===== config.mk =====
export PLATFORM = sky130hd
export DESIGN_NAME = vga_sprite_loader
export DESIGN_NICKNAME = d
export VERILOG_FILES = /design/src/rtl/vga_sprite_loader.sv
export SDC_FILE = /design/constraint.sdc
export NUM_CORES = 1
export LEC_CHECK = 0
export ABC_CLOCK_PERIOD_IN_PS = 2180
export CAP_MARGIN = 20
export CORE_MARGIN = 5
export CORE_UTILIZATION = 29
export DETAILED_ROUTE_END_ITERATION = 8
export GPL_TIMING_DRIVEN = 1
export HOLD_SLACK_MARGIN = 0.15
export MAX_ROUTING_LAYER = met4
export PLACE_DENSITY = 0.54
export SLEW_MARGIN = 20
export SYNTH_ARGS = -nofsm -noshare
export SYNTH_HDL_FRONTEND = slang
export SYNTH_SLANG_ARGS = --single-unit
export TNS_END_PERCENT = 50

===== constraint.sdc =====
create_clock -name clk -period 2.18 [get_ports clk]
set_input_delay 0.436 -clock clk [delete_from_list [all_inputs] [get_ports clk]]
set_output_delay 0.436 -clock clk [all_outputs]
set_load 0.02 [all_outputs]

===== src/rtl/vga_sprite_loader.sv =====
`default_nettype none
// ============================================================================
//  Module      : vga_sprite_loader
//  Description : Byte-stream loader for one sprite's configuration. Each
//                9-byte packet fills a shadow copy of the sprite. The shadow
//                is copied to the renderer-facing registers only on a commit
//                strobe, so the renderer never sees a half-written sprite.
//  Revision    : 1.0  initial release
// ============================================================================
module vga_sprite_loader #(
    parameter logic [9:0] RESET_START_TIME = 10'd1023,
    parameter int         PACKET_BYTES     = 9
) (
    input  logic        clk,
    input  logic        reset_n,
    input  logic        wr_valid,
    input  logic [7:0]  wr_data,
    input  logic        wr_sop,
    output logic        wr_ready,
    input  logic        commit,
    output logic [31:0] sprite_pixels,
    output logic [5:0]  sprite_pixel_size,
    output logic [9:0]  start_time_0,
    output logic [9:0]  start_time_1,
    output logic [9:0]  start_time_2,
    output logic        pending,
    output logic        sop_error
);

    // Index of the final byte of a packet.
    localparam logic [3:0] c_last_idx = 4'(PACKET_BYTES - 1);

    typedef enum logic [0:0] {
        ST_IDLE = 1'b0,
        ST_LOAD = 1'b1
    } state_t;

    state_t      r_state;
    state_t      w_state_next;
    logic [3:0]  r_byte_idx;
    logic [3:0]  w_idx_next;
    logic [3:0]  w_wr_idx;
    logic        w_wr_en;
    logic        w_set_err;
    logic        w_complete;
    logic        w_xfer;
    logic        w_do_commit;

    // Shadow copy of the sprite being loaded.
    logic [31:0] r_sh_pixels;
    logic [5:0]  r_sh_size;
    logic [9:0]  r_sh_st0;
    logic [9:0]  r_sh_st1;
    logic [9:0]  r_sh_st2;
    // Start-time bytes 5..7 are held here until byte 8 completes the word.
    logic [23:0] r_stage;
    // Start-time word as seen on the byte-8 edge; W[31:30] are ignored.
    logic [29:0] w_word;

    assign wr_ready    = !pending;
    assign w_xfer      = wr_valid && wr_ready;
    assign w_do_commit = commit && pending;
    assign w_word      = {wr_data[5:0], r_stage};

    // State and byte-index register.
    always_ff @(posedge clk or negedge reset_n) begin
        if (!reset_n) begin
            r_state    <= ST_IDLE;
            r_byte_idx <= 4'd0;
        end else begin
            r_state    <= w_state_next;
            r_byte_idx <= w_idx_next;
        end
    end

    // Next-state logic: decide which shadow byte to write and flag errors.
    always_comb begin
        w_state_next = r_state;
        w_idx_next   = r_byte_idx;
        w_wr_en      = 1'b0;
        w_wr_idx     = r_byte_idx;
        w_set_err    = 1'b0;
        w_complete   = 1'b0;
        case (r_state)
            ST_IDLE: begin
                if (w_xfer) begin
                    if (wr_sop) begin
                        w_wr_en      = 1'b1;
                        w_wr_idx     = 4'd0;
                        w_idx_next   = 4'd1;
                        w_state_next = ST_LOAD;
                    end else begin
                        w_set_err = 1'b1;
                    end
                end
            end
            ST_LOAD: begin
                if (w_xfer) begin
                    w_wr_en = 1'b1;
                    if (wr_sop) begin
                        // Restart: this byte becomes byte 0 of a new packet.
                        w_wr_idx   = 4'd0;
                        w_idx_next = 4'd1;
                        w_set_err  = 1'b1;
                    end else if (r_byte_idx == c_last_idx) begin
                        w_complete   = 1'b1;
                        w_idx_next   = 4'd0;
                        w_state_next = ST_IDLE;
                    end else begin
                        w_idx_next = r_byte_idx + 4'd1;
                    end
                end
            end
            default: begin
                w_state_next = ST_IDLE;
                w_idx_next   = 4'd0;
            end
        endcase
    end

    // Write accepted bytes straight into the shadow fields.
    always_ff @(posedge clk or negedge reset_n) begin
        if (!reset_n) begin
            r_sh_pixels <= 32'd0;
            r_sh_size   <= 6'd0;
            r_sh_st0    <= RESET_START_TIME;
            r_sh_st1    <= RESET_START_TIME;
            r_sh_st2    <= RESET_START_TIME;
            r_stage     <= 24'd0;
        end else if (w_wr_en) begin
            case (w_wr_idx)
                4'd0: r_sh_pixels[7:0]   <= wr_data;
                4'd1: r_sh_pixels[15:8]  <= wr_data;
                4'd2: r_sh_pixels[23:16] <= wr_data;
                4'd3: r_sh_pixels[31:24] <= wr_data;
                4'd4: r_sh_size          <= wr_data[5:0];
                4'd5: r_stage[7:0]       <= wr_data;
                4'd6: r_stage[15:8]      <= wr_data;
                4'd7: r_stage[23:16]     <= wr_data;
                4'd8: begin
                    r_sh_st0 <= w_word[9:0];
                    r_sh_st1 <= w_word[19:10];
                    r_sh_st2 <= w_word[29:20];
                end
                default: ;
            endcase
        end
    end

    // Pending flag and sticky error flag. A completing packet can only arrive
    // while pending is low, so a same-edge commit never clears it.
    always_ff @(posedge clk or negedge reset_n) begin
        if (!reset_n) begin
            pending   <= 1'b0;
            sop_error <= 1'b0;
        end else begin
            if (w_complete) begin
                pending <= 1'b1;
            end else if (w_do_commit) begin
                pending <= 1'b0;
            end
            if (w_set_err) begin
                sop_error <= 1'b1;
            end
        end
    end

    // Renderer-facing registers update only on a commit of a complete shadow.
    always_ff @(posedge clk or negedge reset_n) begin
        if (!reset_n) begin
            sprite_pixels     <= 32'd0;
            sprite_pixel_size <= 6'd0;
            start_time_0      <= RESET_START_TIME;
            start_time_1      <= RESET_START_TIME;
            start_time_2      <= RESET_START_TIME;
        end else if (w_do_commit) begin
            sprite_pixels     <= r_sh_pixels;
            sprite_pixel_size <= r_sh_size;
            start_time_0      <= r_sh_st0;
            start_time_1      <= r_sh_st1;
            start_time_2      <= r_sh_st2;
        end
    end

endmodule
`default_nettype wire


==> results.toml <==
[outcome]
run_status = "finished, final reports clean"

[sta]
tightest_slew_ns = 0.6186
rsz0062_at_grt = "false"
slew_headroom_pct = 58.63
hold_viol = 0
fin_crit_sh_pct = 94.57
maxSlewViolCount = 0
skew_ns = 0.007230
final.setup.worst_slack_ns = 0.1183
fmax_mhz = 485.0
setup_viol = 0
period_minus_slack_ns = 2.062

[global_routing]
grt-ovfl-total = 0
grt_max_degree = 64
grt_pass1_wl_microns = 23270
grt_pass1_vias = 4015
grt_usage_pct = 12.01
grt_antenna_before_repair = 1

[critical_path]
end_kind = "primary output"
r2r_end = "r_stage[21]"
critical_path.slowest_cell = "clkdlybuf4s50_1"
slowest_delay_ns = 0.61
critPathLaunch = "pending"
crit_type = "reg -> out"
reg2reg_slack_ns = 0.35
worstSetupEndpoint = "wr_ready"
critPathMaxFanout = 8
crit_chain = "inv_1 -> clkdlybuf4s50_1"
cp-start-kind = "register"
crit_cells = 2
required_ns = 1.74
r2r_cells = 4
r2r_start = "pending"
path_buf_inv = 2
cpLargestDelayFamily = "buffers and inverters"
arrival_ns = 1.63

[synthesis]
synth_ff_type = "dfrtp_1"
synth.avg_cell_area_sq_um = 16.14
synth_seq_cells = 167
yosysSeqAreaShare_pct = 63.97
synthTopCellsByArea = "dfrtp_1, mux2_2, dfstp_2"
ys_warn_count = 0
netlist_instances = 412
synth_top_area_share_pct = 40.26
synth_area_sq_um = 6650
synthesis.nets = 427
synth.distinct_cells = 39
async_flop_share_pct = 100.0
yosys.area.top_type = "dfrtp_1"
synth_edf_count = 0

[final_layout]
fin_nets = 531
drive_gt1_share_pct = 51.52
fin_area_sq_um = 8493
antenna-diode-count = 0
final_common_cell = "mux2_2"
layout-area-overhead-vs-synth_pct = 27.71
final_cell_mix = "mux2_2, dfrtp_1, clkdlybuf4s50_1"
fillers = 2116

[place]
io_buffer_count = 83
gp_congestion = 0.7407
hpwlAfterDp_microns = 9588
post_dp_cell_area_sq_um = 7928
dp_slack_ns = -0.04040

[routing]
vias_per_cell = 4.573
wire_per_inst_microns = 17.97
wl_microns = 14610
drt-pass1-iter-count = 4
ant_nets = 0
via_count = 3718
drtIter0Drc = 141
drc = 0

[clock_tree]
clk_pin_slew_ns = 0.06
htreeDepth = 4
cts_setup_buffers = 0
clock_sinks = 167
cts_hold_buf = 1
cts_resized = 0
cts_root_buf = "clkbuf_16"
clkLatencyLatePin_ns = 0.42
cts_made_buffers = 17
cts_tree = "built"
cts_buffer_depth = 2

[pwr]
p_int_mw = 5.703
powerDensity_nw_per_um2 = 886.6
power.leakage_nw = 3.809
clockPowerShare_pct = 37.4
swShare_pct = 24.27
switching_power_mw = 1.827
ir_drop_mv = 0.5595
seq_power_share_pct = 51.0
combinationalPowerShare_pct = 11.7

[die]
die_y_microns = 161.4
start_util_pct = 29.37
io_pins = 84
coreArea_sq_um = 22640
std_cell_rows = 55
dieArea_sq_um = 26060
die_w_microns = 161.4

[run]
cap_violations = 0

[min_path]
hold_class = "reg -> reg"
==> area by class of cell <==
class	instances	area, sq um	share of cell area, %
sequential	167	4254	50.09
multi-input combinational	215	2231	26.27
timing repair buffer	104	1055	12.42
clock buffer	24	513.0	6.040
tap	285	356.6	4.199
clock inverter	7	42.54	0.5009
inverter	11	41.29	0.4862
==> power groups by stage <==
stage	clock network (mW)	logic, mW	registers [mW]
3_3_place_gp	0	0.859	3.87
6_report	2.81	0.880	3.84
3_5_place_dp	0	0.896	3.89
5_1_grt	3.05	0.974	3.90
2_1_floorplan	0	0.571	3.83
4_1_cts	2.91	0.902	3.84
==> stage by stage <==
step	hold WS (ns)	TNS [ns]	instances	total power, mW	util [%]
2_1_floorplan	0.1404	0	412	4.396	-
5_1_grt	0.5085	0	813	7.920	37.51
3_5_place_dp	0.4478	-0.2137	781	4.790	35.02
3_3_place_gp	0.4463	0	781	4.733	35.02
6_report	0.4988	0	813	7.530	37.51
4_1_cts	0.5007	0	813	7.653	37.51
==> synthesized netlist by cell type, types with 2 or more instances <==
| cell | n |
|---|---|
| buf_1 | 4 |
| dfstp_2 | 60 |
| mux2_2 | 149 |
| nand3b_1 | 2 |
| nand2_1 | 9 |
| mux2_4 | 2 |
| nor3b_1 | 2 |
| nor2_1 | 2 |
| dfrtp_1 | 107 |
| o21ai_0 | 6 |
| xor2_1 | 2 |
| ha_1 | 2 |
| nand3_4 | 2 |
| o31ai_1 | 8 |
| o211ai_1 | 9 |
| buf_4 | 2 |
| clkbuf_1 | 3 |
| nand4_4 | 3 |
| buf_2 | 5 |
| buf_6 | 4 |
| inv_1 | 11 |
==> logic make-up (layout without fill, tap and decap cells) <==
family / after synthesis / after routing / share of synthesized area [%]
AO/OA/AOI/OAI: 28 / 28 / 2.860
XOR/XNOR: 2 / 2 / 0.2635
adder cells (fa/ha/maj): 2 / 2 / 0.3762
buffers and inverters: 30 / 146 / 2.596
flip-flops: 167 / 167 / 63.97
multiplexers: 152 / 152 / 25.85
AND/OR/NAND/NOR: 31 / 31 / 4.083
==> routing by layer <==
layer  vias up  track usage (%)  routed length [microns]
met3         7            4.185                      682
met1      1959            14.87                     6598
li1       1681                -                        -
met5         -                -                        0
met2        71            19.09                     7212
met4         0            2.714                      119
==> flip-flops by register name, indices dropped and copies added, names as in the netlist, 4 cells and up <==
| name | cells |
|---|---|
| r_byte_idx | 4 |
| r_sh_pixels | 32 |
| r_sh_size | 6 |
| r_sh_st0 | 10 |
| r_sh_st1 | 10 |
| r_sh_st2 | 10 |
| r_stage | 24 |
| sprite_pixel_size | 6 |
| sprite_pixels | 32 |
| start_time_0 | 10 |
| start_time_1 | 10 |
| start_time_2 | 10 |
==> how the worst min path moves through the flow <==
stage	from	end	slack, ns	cells after the start
4_1_cts	r_sh_pixels[31]	r_sh_pixels[31]	0.50	1
6_report	r_sh_pixels[14]	r_sh_pixels[14]	0.50	1
3_5_place_dp	reset_n	sprite_pixels[4]	0.45	1
3_3_place_gp	reset_n	sprite_pixels[4]	0.45	1
2_1_floorplan	reset_n	pending	0.14	0
5_1_grt	r_sh_pixels[31]	r_sh_pixels[31]	0.51	1
No activity file was read; power rests on OpenSTA's default activity.
